`config.mk`:
```
export PLATFORM = sky130hd
export DESIGN_NAME = wait_slot_scheduler
export DESIGN_NICKNAME = d
export VERILOG_FILES = /design/src/rtl/wait_sched_pkg.sv /design/src/rtl/wait_slot_scheduler_rr_arbiter.sv /design/src/rtl/wait_slot_scheduler.sv
export SDC_FILE = /design/constraint.sdc
export NUM_CORES = 1
export LEC_CHECK = 0
export CAP_MARGIN = 40
export CORE_MARGIN = 5
export CORE_UTILIZATION = 25
export DETAILED_ROUTE_END_ITERATION = 8
export GPL_ROUTABILITY_DRIVEN = 0
export PLACE_DENSITY = 0.55
export SYNTH_ARGS = -nofsm -noshare
export SYNTH_HDL_FRONTEND = slang
export SYNTH_SLANG_ARGS = --single-unit
```
`constraint.sdc`:
```
create_clock -name clk -period 2.3 [get_ports clk]
set_clock_uncertainty 0.05 [all_clocks]
set_input_delay 0.23 -clock clk [delete_from_list [all_inputs] [get_ports clk]]
set_output_delay 0.23 -clock clk [all_outputs]
set_load 0.02 [all_outputs]
```
`src/rtl/wait_sched_pkg.sv`:
```
// Shared types and helpers for the wait-slot scheduler: FSM state encoding,
// default sizing, and the raw-count to load-value conversion.
package wait_sched_pkg;

  typedef enum logic [1:0] {
    IDLE  = 2'd0,
    COUNT = 2'd1,
    DONE  = 2'd2
  } state_e;

  localparam int NUM_REQ_DEF = 4;
  localparam int CNT_W_DEF   = 8;

  // A zero wait still occupies one COUNT cycle, so it is loaded as 1.
  function automatic logic [31:0] load_count(input logic [31:0] raw);
    return (raw == 32'd0) ? 32'd1 : raw;
  endfunction

endpackage

```
`src/rtl/wait_slot_scheduler_rr_arbiter.sv`:
```
// Combinational round-robin pick: first set request at or above rr_ptr_i,
// wrapping around to index 0.
module rr_arbiter
  import wait_sched_pkg::*;
#(
  parameter  int NUM_REQ = NUM_REQ_DEF,
  localparam int PTR_W   = $clog2(NUM_REQ)
) (
  input  logic [NUM_REQ-1:0] req_i,
  input  logic [PTR_W-1:0]   rr_ptr_i,
  output logic               grant_valid_o,
  output logic [PTR_W-1:0]   grant_idx_o
);

  logic [PTR_W-1:0] idx;

  // Scan offsets from farthest to nearest so the nearest hit is the one kept.
  always_comb begin
    grant_valid_o = 1'b0;
    grant_idx_o   = '0;
    idx           = '0;
    for (int i = NUM_REQ - 1; i >= 0; i--) begin
      idx = PTR_W'((int'(rr_ptr_i) + i) % NUM_REQ);
      if (req_i[idx]) begin
        grant_valid_o = 1'b1;
        grant_idx_o   = idx;
      end
    end
  end

endmodule

```
`src/rtl/wait_slot_scheduler.sv`:
```
// Shared wait timer: grants one requesting thread at a time round-robin,
// counts its wait down and pulses that thread's done for one cycle.
module wait_slot_scheduler
  import wait_sched_pkg::*;
#(
  parameter  int NUM_REQ = NUM_REQ_DEF,
  parameter  int CNT_W   = CNT_W_DEF,
  localparam int PTR_W   = $clog2(NUM_REQ)
) (
  input  logic                     clk,
  input  logic                     reset,
  input  logic [NUM_REQ-1:0]       req,
  input  logic [NUM_REQ*CNT_W-1:0] req_cycles,
  input  logic                     cancel,
  output logic [NUM_REQ-1:0]       done,
  output logic [PTR_W-1:0]         grant_id,
  output logic                     busy
);

  state_e             state_q, state_d;
  logic [CNT_W-1:0]   cnt_q, cnt_d;
  logic [PTR_W-1:0]   rr_ptr_q, rr_ptr_d;
  logic [PTR_W-1:0]   grant_id_q, grant_id_d;
  logic [NUM_REQ-1:0] done_q, done_d;
  logic               busy_q, busy_d;

  logic               arb_valid;
  logic [PTR_W-1:0]   arb_idx;
  logic [CNT_W-1:0]   cyc [NUM_REQ];

  for (genvar g = 0; g < NUM_REQ; g++) begin : g_slice
    assign cyc[g] = req_cycles[g*CNT_W +: CNT_W];
  end

  rr_arbiter #(.NUM_REQ(NUM_REQ)) u_arb (
    .req_i         (req),
    .rr_ptr_i      (rr_ptr_q),
    .grant_valid_o (arb_valid),
    .grant_idx_o   (arb_idx)
  );

  always_comb begin
    state_d    = state_q;
    cnt_d      = cnt_q;
    rr_ptr_d   = rr_ptr_q;
    grant_id_d = grant_id_q;
    done_d     = '0;
    busy_d     = busy_q;
    case (state_q)
      IDLE: begin
        if (arb_valid) begin
          state_d    = COUNT;
          grant_id_d = arb_idx;
          cnt_d      = CNT_W'(load_count(32'(cyc[arb_idx])));
          rr_ptr_d   = (arb_idx == PTR_W'(NUM_REQ - 1)) ? '0 : arb_idx + 1'b1;
          busy_d     = 1'b1;
        end
      end
      COUNT: begin
        // Abort wins over a completion landing in the same cycle.
        if (cancel) begin
          state_d = IDLE;
          cnt_d   = '0;
          busy_d  = 1'b0;
        end else if (cnt_q <= CNT_W'(1)) begin
          state_d = DONE;
          cnt_d   = '0;
          busy_d  = 1'b0;
          done_d  = NUM_REQ'(1) << grant_id_q;
        end else begin
          cnt_d = cnt_q - 1'b1;
        end
      end
      DONE:    state_d = IDLE;
      default: state_d = IDLE;
    endcase
  end

  always_ff @(posedge clk or posedge reset) begin
    if (reset) begin
      state_q    <= IDLE;
      cnt_q      <= '0;
      rr_ptr_q   <= '0;
      grant_id_q <= '0;
      done_q     <= '0;
      busy_q     <= 1'b0;
    end else begin
      state_q    <= state_d;
      cnt_q      <= cnt_d;
      rr_ptr_q   <= rr_ptr_d;
      grant_id_q <= grant_id_d;
      done_q     <= done_d;
      busy_q     <= busy_d;
    end
  end

  assign done     = done_q;
  assign grant_id = grant_id_q;
  assign busy     = busy_q;

endmodule

```
==> results.ini <==
[route]
avgRoutedWirePerCell_um=13.56
initialDrtViolationCount=38
first_pass_iters=4
drcViolationCount=0
vias=1228
wl_um=3552
ant_nets=0
vias_per_cell=4.687

[synthesis]
ys_seq_area_share_pct=36.22
synth.net_count=178
synthTopCellsByArea=dfrtp_1 (36%), mux2i_1 (14%), mux2_2 (6.0%), nand2_1 (3.7%), o21ai_0 (3.4%)
synth_xor_area_share_pct=0.6673
synth_seq_cells=19
yosysWarnings=0
synth_top_family_by_area=compound AO/OA/AOI/OAI gates
synth_area_leader_cell=dfrtp_1
syn_area_per_cell_um2=9.580
yosys.area_share.simple_pct=15.54
synth_compound_area_share_pct=19.73
syn-cell-area_um2=1313
synthAdderAreaFrac_pct=1.907
synthCells=137
synth_cell_types=37
yosysTopAreaCellShare_pct=36.22
synth_mux_area_share_pct=19.73

[grt]
track_usage_pct=11.26
antenna_found_initial=0
gr-total-overflow=0
grt_max_degree=20
first_global_vias=1233
grt_pass1_wl_um=5934

[worst_hold_path]
min_path_type=primary input to asynchronous set/reset pin

[sta]
period_needed_ps=2040
finalSetupViolations=0
drv_slew=0
fin_setup_tns_ps=0
clock.fmax_ghz=0.4903
hold_violations=0
tightest_slew_ps=617.1
post-route-period-util_pct=88.69
slew_headroom_pct=58.78
rsz0062_at_grt=no

[clocking]
cts_made_buffers=3
cts_root_buf=clkbuf_8
clk_latency_ps=260
path_clk_slew_ps=80
clock_path_buffers=2
hold_buffers=0
post_cts_buffers=0
post_cts_resized=0
cts.sinks=19
cts_tree=built
htree_levels=1

[final_layout]
nets=234
syn_to_final_growth_pct=47.09
drive_above_1_share_pct=15.63
antennaDiodeCount=0

[placed_design]
numPortBuffers=45
hpwl_um=2834

[outcome]
outcome=finished clean

[floorplanning]
fp.coreArea_um2=5107
initial_core_util_pct=25.70
fp.dieW_um=82.46
die_h_um=82.46
rows=26
die_area_um2=6799
io_pins=46

[setup_path]
rr_startpoint=cnt_q[5]
start_kind=flop
arrival_ps=2140
cp-end-kind=flop
crit_type=flop to flop
crit_start=cnt_q[5]
worstPathMaxFanout=8
required_ps=2400

[power_and_ir_drop]
vdd_drop_max_uv=279.0
fin_total_pwr_uw=1936
powerDensity_nw_per_um2=1003
p_leak_uw=0.0008329

[run]
cap_violations=0

==> flip-flops by register name, summed over array words and instances (netlist names) <==
signal / cells
grant_id: 2
cnt_q: 8
rr_ptr_q: 2
state_q: 2
busy: 1
done: 4
==> cells in the mapped netlist, drive strengths merged <==
library cell and number:
nand2 13, o21ai 12, inv 6, nor2 12, and3 1, mux2 7
or3 2, nor2b 2, or2 1, nand3 1, xnor2 1, mux2i 18
and3b 1, o211ai 1, nor3 4, buf 3, a21boi 2, o32ai 2
dfrtp 19, clkbuf 3, o2bb2a 1, nand2b 1, ha 2, o22ai 3
nor3b 1, a2bb2oi 1, nand4 2, o221a 1, a21oi 7, a22o 4
o32a 1, nor4 2
==> path summary, 6_finish.rpt <==
| check | endpoint | slack, ps | depth (start not counted) |
|---|---|---|---|
| min in group clk | cnt_q[7] | 450 | 2 |
| min | cnt_q[3] | 230 | 3 |
| max reg2reg | cnt_q[2] | 260 | 6 |
| max | cnt_q[2] | 260 | 6 |
| max in group asynchronous | cnt_q[5] | 1760 | 3 |
| min reg2reg | cnt_q[7] | 450 | 2 |
==> through the flow <==
step	utilization [%]	hold WS, ps	area (um2)	setup slack (ps)	std cells
after floorplan	-	131.1	1313	441.2	137
after global placement	36.84	429.0	1882	22.83	258
after detailed placement	36.84	436.0	1882	2.053	258
after CTS	37.80	236.3	1931	267.2	262
after global routing	37.80	268.3	1931	143.1	262
final	37.80	230.6	1931	260.2	262
==> area by class of cell <==
type / count / area (um2)
repair buffers: 57 / 540.5
multi-input cells: 106 / 755.7
flip-flops and latches: 19 / 475.5
clock inverters: 1 / 7.507
fillers: 534 / 3177
inverters: 6 / 22.52
clock buffers: 3 / 41.29
well taps: 70 / 87.58
==> cell families after synthesis <==
logic type / count (synthesis)
and+or+nand+nor: 43
AOI/OAI and AO/OA: 35
muxes: 25
DFF: 19
buffers and inverters: 12
adders and majority gates: 2
xor gates and xnor gates: 1
==> layer usage <==
| layer | vias up | track usage (%) | share of wire, % |
|---|---|---|---|
| met5 | - | 0 | 0 |
| met4 | 0 | 5.150 | 1.9 |
| met3 | 7 | 3.254 | 10 |
| met2 | 48 | 16.27 | 39 |
| met1 | 563 | 15.35 | 48 |
| li1 | 610 | - | - |
==> critical path: stages (launching register included) <==
cell and delay, ps:
dfrtp_1 430, nor4_1 450, o211ai_1 190, nand2_1 270, buf_4 190, o32ai_1 70, a22o_1 260
==> layout by cell type, fill, tap and decap left out, types with 5 or more instances in the layout <==
| cell | instances |
|---|---|
| nand2_1 | 13 |
| dfrtp_1 | 19 |
| clkdlybuf4s50_1 | 45 |
| mux2_2 | 7 |
| inv_1 | 6 |
| buf_4 | 12 |
| o21ai_0 | 9 |
| nor2_1 | 12 |
| mux2i_1 | 18 |
| a21oi_1 | 5 |
==> power breakdown <==
part	leakage (uW)	total (uW)	switching, uW	internal [uW]
registers	0.000242	574	116	459
logic	0.000569	1110	550	562
clock network	0.0000217	249	126	122
total	0.000833	1940	793	1140
No activity file was read; power rests on OpenSTA's default activity.
